<file path="config.mk">
export PLATFORM = sky130hd
export DESIGN_NAME = inst_loader
export DESIGN_NICKNAME = d
export VERILOG_FILES = /design/src/rtl/inst_loader.sv
export SDC_FILE = /design/constraint.sdc
export NUM_CORES = 1
export LEC_CHECK = 0
export ABC_AREA = 1
export BUFFER_PORTS_ARGS = -buffer_cell sky130_fd_sc_hd__buf_2
export CORE_ASPECT_RATIO = 0.5
export CORE_MARGIN = 5
export CORE_UTILIZATION = 51
export DETAILED_ROUTE_END_ITERATION = 7
export HOLD_SLACK_MARGIN = 0.05
export PLACE_DENSITY = 0.75
export SYNTH_ARGS = -nofsm -noshare
export SYNTH_HDL_FRONTEND = slang
export SYNTH_SLANG_ARGS = --single-unit
</file>
<file path="constraint.sdc">
create_clock -name clk -period 4.17 [get_ports clk]
set_input_delay 0.6255 -clock clk [delete_from_list [all_inputs] [get_ports clk]]
set_output_delay 0.6255 -clock clk [all_outputs]
set_load 0.01 [all_outputs]
</file>
<file path="src/rtl/inst_loader.sv">
// -----------------------------------------------------------------------------
// inst_loader
//
// Boot-time writer for the instruction ROM. A byte stream arrives over a
// valid/ready handshake and is packed little-endian into 32-bit instruction
// words. Each word is written to the next ROM word address, starting at 0.
// While a load is running, busy is held high so the core stays stalled and
// the fetch path substitutes NOPs. The fetch side reads the same ROM by
// addr[31:2], so waddr here is a word index, not a byte address.
//
// Parameters
//   DEPTH       ROM depth in 32-bit words
//   AW          word-address width, log2(DEPTH)
//
// Ports
//   clk         rising-edge clock
//   rst_n       synchronous active-low reset
//   start       one-cycle load request, honoured only in IDLE
//   len         number of words to load, sampled with start
//   abort       cancel an in-progress load (RECV or WRITE only)
//   byte_valid  source presents a byte on byte_data
//   byte_data   stream byte
//   byte_ready  loader accepts a byte this cycle
//   we          ROM write strobe, one cycle per word
//   waddr       ROM word address
//   wdata       ROM write data
//   busy        load in progress (core stall / fetch flush)
//   done        one-cycle pulse once all len words are written
//   err         one-cycle pulse on rejected start or on abort
//   csum        XOR of every word written since the last accepted start
//
// All outputs come straight from flops. Because of that, the write of a word
// is committed on the same edge that accepts its fourth byte: we, waddr,
// wdata and csum all change together and are seen in the WRITE cycle.
// -----------------------------------------------------------------------------
module inst_loader #(
    parameter int DEPTH = 64,
    parameter int AW    = 6
) (
    input  logic          clk,
    input  logic          rst_n,
    input  logic          start,
    input  logic [AW:0]   len,
    input  logic          abort,
    input  logic          byte_valid,
    input  logic [7:0]    byte_data,
    output logic          byte_ready,
    output logic          we,
    output logic [AW-1:0] waddr,
    output logic [31:0]   wdata,
    output logic          busy,
    output logic          done,
    output logic          err,
    output logic [31:0]   csum
);

    typedef enum logic [1:0] {
        IDLE  = 2'd0,
        RECV  = 2'd1,
        WRITE = 2'd2,
        DONE  = 2'd3
    } state_t;

    localparam logic [AW:0] DEPTH_L  = (AW + 1)'(DEPTH);
    localparam logic [AW:0] WCNT_ONE = (AW + 1)'(1);

    state_t       state;
    logic [AW:0]  len_q;   // words requested for the current load
    logic [AW:0]  wcnt;    // words written so far; one bit wider so it can equal DEPTH
    logic [1:0]   bcnt;    // bytes of the current word already accepted
    logic [23:0]  asm_q;   // bytes 0..2 of the word being assembled
    logic         hs;
    logic [31:0]  word_full;

    // byte_ready is a flop, so the handshake is fully registered-side.
    assign hs        = byte_valid & byte_ready;

    // The fourth byte goes straight into the top lane of the written word
    // rather than through asm_q, which saves a cycle per word.
    assign word_full = {byte_data, asm_q};

    // Assembly lanes for bytes 0..2. Pure data, no reset needed: a partial
    // word is discarded simply by clearing bcnt, and stale lanes are always
    // overwritten before they are used.
    always_ff @(posedge clk) begin
        if (state == RECV && hs && !abort) begin
            case (bcnt)
                2'd0:    asm_q[7:0]   <= byte_data;
                2'd1:    asm_q[15:8]  <= byte_data;
                2'd2:    asm_q[23:16] <= byte_data;
                default: ;
            endcase
        end
    end

    // Control FSM with registered outputs.
    always_ff @(posedge clk) begin
        if (!rst_n) begin
            state      <= IDLE;
            len_q      <= '0;
            wcnt       <= '0;
            bcnt       <= '0;
            byte_ready <= 1'b0;
            we         <= 1'b0;
            waddr      <= '0;
            wdata      <= '0;
            busy       <= 1'b0;
            done       <= 1'b0;
            err        <= 1'b0;
            csum       <= '0;
        end else begin
            // Strobes default low; each is raised only for the single cycle
            // that follows the edge that sets it.
            we   <= 1'b0;
            done <= 1'b0;
            err  <= 1'b0;

            case (state)
                IDLE: begin
                    if (start) begin
                        if (len == '0) begin
                            // Empty image: straight to DONE, nothing written,
                            // and the checksum of zero words is zero.
                            csum  <= '0;
                            state <= DONE;
                            busy  <= 1'b1;
                            done  <= 1'b1;
                        end else if (len > DEPTH_L) begin
                            // Image would not fit: reject, keep old csum.
                            err <= 1'b1;
                        end else begin
                            len_q      <= len;
                            wcnt       <= '0;
                            bcnt       <= '0;
                            csum       <= '0;
                            state      <= RECV;
                            busy       <= 1'b1;
                            byte_ready <= 1'b1;
                        end
                    end
                end

                RECV: begin
                    if (abort) begin
                        state      <= IDLE;
                        busy       <= 1'b0;
                        byte_ready <= 1'b0;
                        bcnt       <= '0;
                        err        <= 1'b1;
                    end else if (hs) begin
                        if (bcnt == 2'd3) begin
                            // Word complete: commit it now so the strobe,
                            // address, data and checksum are all visible in
                            // the WRITE cycle.
                            state      <= WRITE;
                            byte_ready <= 1'b0;
                            we         <= 1'b1;
                            waddr      <= wcnt[AW-1:0];
                            wdata      <= word_full;
                            csum       <= csum ^ word_full;
                            wcnt       <= wcnt + WCNT_ONE;
                            bcnt       <= '0;
                        end else begin
                            bcnt <= bcnt + 2'd1;
                        end
                    end
                end

                WRITE: begin
                    if (abort) begin
                        state <= IDLE;
                        busy  <= 1'b0;
                        err   <= 1'b1;
                    end else if (wcnt == len_q) begin
                        // wcnt already counts the word just written.
                        state <= DONE;
                        done  <= 1'b1;
                    end else begin
                        state      <= RECV;
                        byte_ready <= 1'b1;
                    end
                end

                DONE: begin
                    state <= IDLE;
                    busy  <= 1'b0;
                end

                default: begin
                    state      <= IDLE;
                    busy       <= 1'b0;
                    byte_ready <= 1'b0;
                end
            endcase
        end
    end

endmodule
</file>
==> qor.yml, run 1 <==
coreArea_mm2: 0.00938
cts.sinks: 117
setup_ws_ns: 1.02
synthCells: 559
wl_per_cell_um: 14.6
die_h_um: 79.1
clk_latency_ns: 0.41
finalCriticalPeriod_ns: 3.15
track_usage: 0.202
ys.flop_type: "dfxtp_1"
detail_route.vias_per_cell: 5.23
dr_wl_met3_um: 689
vias: 4093
cpPeakStageDelay_ns: 0.86
p_comb_frac: 0.266
clk_pin_slew_ns: 0.05
met2WireLength_um: 5690
grt_pass1_vias: 3944
cpLargestDelayFamily: "compound AO/OA/AOI/OAI gates"
arrival_ns: 3.41
stdcell_count: 782
crit_buf_inv: 2
overflow: 0
drtPass1Iterations: 4
timing.final.crit_share: 0.757
setup-violations-final: 0
dp.cells: 750
drt_iter0_drc: 253
pre_cts_slack_ns: 1.03
drtAntennaViolNets: 0
worstSetupEndpointType: "flop"
irDropWorstVdd_mv: 0.322
gp_congestion: 0.852
syn-num-nets: 588
synthDistinctLibCells: 34
cts_made_buffers: 17
hold_viol: 0
cp_max_fo: 46
slowest_stage: "o21ai_4"
syn_to_final_growth_pct: 22.3
ys.warnings.count: 0
ios: 95
rows: 25
routed_wirelength_um: 11400
synth_edf_count: 24
grt_pass1_wl_um: 18700
layout_common_cells: "94 x buf_2, 93 x dfxtp_1, 73 x o21ai_0, 68 x inv_1, 68 x a21oi_1"
final_common_cell: "buf_2"
p_per_area_mw_per_mm2: 649
numPortBuffers: 94
start_util: 0.519
syn-cell-area_mm2: 0.00487
clock_path_buffers: 2
critPathLaunchType: "flop"
critical_path_class: "reg -> reg"
p_int_mw: 2.61
worst_slew_pin_slew_ns: 0.980
drive_gt1_frac: 0.216
syn_avg_cell_area_um2: 8.71
synthArstFlopShare: 0
top_layer_used: "met4"
wl_met1_um: 4830
antenna_found_initial: 0
post_cts_buffers: 0
drc: 0
path_cells: "inv_1 > ha_1 > inv_6 > nor2_8 > nand3_2 > o21ai_2 > nand3_4 > o21ai_4 > nor3b_1"
cts_root_buf: "clkbuf_16"
finClkSkew_ns: 0.0111
cts_resized: 0
postCtsHoldBufs: 0
tns_ns: 0
crit_required_ns: 4.42
dieArea_mm2: 0.0117
rsz0062_at_grt: "no"
pwr-share-clk: 0.378
max_slew_margin: 0.347
p_seq_frac: 0.357
max_freq_mhz: 317
p_sw_frac: 0.326
status: "completed"
hpwl_um: 7610
cts_tree: "yes"
synth-seq-cells: 117
drv_slew: 0
nNetsFinal: 677
maxCapViolations: 0
h-tree-depth: 4
diodes: 0
p_sw_mw: 1.26
ys_seq_area_frac: 0.530
p_leak_nw: 2.60
die_w_um: 148
min_path_type: "in -> reg"
grt_max_degree: 69
==> layer usage <==
metal | global-route usage | vias up
met5 | 0 | -
met4 | 0.0802 | 0
met3 | 0.0576 | 19
met2 | 0.346 | 113
met1 | 0.242 | 1922
li1 | - | 2039
==> flip-flops by register name, summed over array words and instances (netlist names) <==
signal      cells
busy            1
waddr           6
wdata          32
bcnt            2
asm_q          24
err             1
state           2
wcnt            7
byte_ready      1
done            1
csum           32
len_q           7
we              1
==> synth_stat cells, types with 3 or more instances <==
cell / n / area share
a21oi_1: 68 / 0.070
buf_2: 9 / 0.0092
buf_6: 4 / 0.0092
clkbuf_1: 9 / 0.0069
dfxtp_1: 93 / 0.38
edfxtp_1: 24 / 0.15
ha_1: 9 / 0.023
inv_1: 69 / 0.053
nand2_1: 62 / 0.048
nand3_1: 14 / 0.014
nand3b_1: 13 / 0.020
nand4_1: 8 / 0.010
nor2_1: 44 / 0.034
nor3_1: 16 / 0.016
nor3b_1: 8 / 0.012
nor3b_2: 7 / 0.018
o21ai_0: 73 / 0.075
o21ai_1: 3 / 0.0031
or2_2: 5 / 0.0064
xnor2_1: 3 / 0.0054
xor2_1: 5 / 0.0090
==> cell families (layout without fill, tap and decap cells) <==
logic type | Yosys count | count (layout) | synth area share
compound gates | 148 | 148 | 0.156
xor+xnor | 8 | 8 | 0.0144
fa+ha+maj | 9 | 9 | 0.0231
buf+inv | 96 | 198 | 0.0845
flops | 117 | 117 | 0.530
simple gates | 181 | 181 | 0.192
==> path summary, 6_finish.rpt <==
check / from / cells after the start / end / slack [ns]
hold / removal: byte_data[7] / 1 / asm_q[15] / 0.46
hold reg to reg: len_q[3] / 2 / len_q[3] / 0.48
setup / recovery: state[1] / 9 / csum[1] / 1.02
setup reg to reg: state[1] / 9 / csum[1] / 1.02
==> layout make-up <==
cell class                      count  area, um2
Clock buffer                       23        468
Clock inverter                      9        128
Fill cell                         794       3430
Inverter                           71        272
Multi-Input combinational cell    346       1880
Sequential cell                   117       2580
Tap cell                          121        151
Timing Repair Buffer               95        478
==> through the flow <==
stage | total power [mW] | utilization | hold WS, ns | area (um2)
floorplan | 2.17 | - | 0.444 | 4870
global placement | 2.38 | 0.571 | 0.460 | 5360
detailed placement | 2.42 | 0.571 | 0.469 | 5360
CTS | 3.89 | 0.635 | 0.439 | 5950
global route | 4.07 | 0.635 | 0.450 | 5950
finish | 3.87 | 0.635 | 0.458 | 5950
==> power groups by stage <==
stage	clock (mW)	sequential (mW)	combinational (mW)
global route	1.53	1.39	1.15
detailed placement	0	1.40	1.02
floorplan	0	1.43	0.735
finish	1.46	1.38	1.03
CTS	1.48	1.38	1.03
global placement	0	1.39	0.986
Power figures use the tool's default switching activity.
==> run 2, diff against run 1 <==
==> constraint.sdc (replaced) <==
create_clock -name clk -period 3.02 [get_ports clk]
set_input_delay 0.453 -clock clk [delete_from_list [all_inputs] [get_ports clk]]
set_output_delay 0.453 -clock clk [all_outputs]
set_load 0.01 [all_outputs]
==> run 2 against run 1 <==
  * Die area is the same
  * Clock power grew 48%
  * Wire length grew 2.8%
  * Sequential power grew 38%
  * Register-to-register slack lost 0.27 ns
  * Non-clock buffer count grew 5
  * Setup slack lost 0.27 ns
  * Sequential cell count is the same
  * Global-route usage grew 0.75 points
  * Utilization grew 0.99 points
  * Cell count grew 0.64%
  * Largest cell class unchanged
==> qor.yml, run 2 (synthesis results as in run 1) <==
clk_pin_slew_ns: 0.05
cts_root_buf: "clkbuf_16"
routed_wirelength_um: 11700
tns_ns: 0
arrival_ns: 2.61
rsz0062_at_grt: "no"
diodes: 0
hold_ws_ns: 0.288
finalCriticalPeriod_ns: 2.27
start_util: 0.519
p_per_area_mw_per_mm2: 914
worst_slew_pin_slew_ns: 0.767
p_leak_nw: 2.64
wl_met1_um: 4960
ios: 95
grt_pass1_vias: 3924
seq_area_mm2: 0.00258
drv_slew: 0
crit_required_ns: 3.35
drtAntennaViolNets: 0
antenna_found_initial: 0
post_cts_buffers: 0
fillers: 787
final_util: 0.644
die_h_um: 79.1
drt_iter0_drc: 323
dp.cells: 755
critical_path_class: "reg -> reg"
min_path_type: "in -> reg"
max_slew_margin: 0.487
multi_input_area_mm2: 0.00188
clk_latency_ns: 0.41
maxCapViolations: 0
finClkSkew_ns: 0.00964
top_regs: "csum x32, wdata x32, asm_q x24"
drc: 0
postCtsHoldBufs: 0
drive_gt1_frac: 0.219
die_w_um: 148
post-route-cell-area_mm2: 0.00605
coreArea_mm2: 0.00938
cts_made_buffers: 17
status: "completed"
clock_path_buffers: 2
wl_per_cell_um: 14.9
grt_pass1_wl_um: 19100
nNetsFinal: 682
setup-violations-final: 0
track_usage: 0.209
gp_congestion: 0.888
met2WireLength_um: 5720
hpwl_um: 7760
cp_max_fo: 19
vias: 4136
dieArea_mm2: 0.0117
h-tree-depth: 4
layout_common_cells: "94 x buf_2, 93 x dfxtp_1, 73 x o21ai_0, 68 x inv_1, 68 x a21oi_1"
dpl_cell_area_mm2: 0.00541
timing.final.crit_share: 0.753
top_layer_used: "met4"
rows: 25
grt_max_degree: 46
syn_to_final_growth_pct: 24.2
overflow: 0
drtPass1Iterations: 5
final_common_cell: "buf_2"
irDropWorstVdd_mv: 0.449
cts_resized: 0
dr_wl_met3_um: 773
worstSetupEndpointType: "flop"
numPortBuffers: 94
hold_viol: 0
cts_tree: "yes"
max_freq_mhz: 440
cts.sinks: 117
detail_route.vias_per_cell: 5.26
stdcell_count: 787
critPathLaunchType: "flop"
==> run 2: report_power, final <==
part	total [mW]	switching (mW)	leakage [nW]	internal, mW
logic	1.46	0.954	1.37	0.508
registers	1.90	0.120	0.970	1.78
clock network	2.16	0.693	0.309	1.47
total	5.53	1.77	2.64	3.76
==> run 2: cell type report <==
cell class	count	share of cell area
clock inverter	8	0.0240
clock buffer	24	0.0815
multi-input combinational	346	0.310
tap	121	0.0250
timing repair buffer	100	0.0873
sequential	117	0.427
inverter	71	0.0449
==> run 2: worst max-delay path, stage by stage, from the launching register on <==
cell and delay [ns]:
dfxtp_1 0.33, inv_1 0.11, ha_1 0.26, inv_6 0.08, nor2_8 0.12, nand3_2 0.22
o21ai_2 0.16, nand2_1 0.11, nor2_4 0.20, buf_4 0.29, nand3b_1 0.15, a21oi_1 0.17
==> run 2: path summary, 6_finish.rpt <==
path	start	to	slack, ns	depth (start not counted)
max	state[1]	csum[6]	0.75	11
min	byte_data[0]	asm_q[0]	0.29	1
max reg2reg	state[1]	csum[6]	0.75	11
min reg2reg	len_q[6]	len_q[6]	0.47	2
==> run 2: metrics by stage <==
step                      setup slack, ns  total power, mW
after floorplan                      1.26             2.99
after global placement              0.918             3.32
after detailed placement            0.809             3.37
after CTS                           0.762             5.56
after global routing                0.573             5.82
final                               0.747             5.53
==> run 2: routing by layer <==
| layer | up-vias | track usage |
|---|---|---|
| li1 | 2050 | - |
| met1 | 1927 | 0.247 |
| met2 | 134 | 0.356 |
| met3 | 25 | 0.0639 |
| met4 | 0 | 0.0931 |
| met5 | - | 0 |
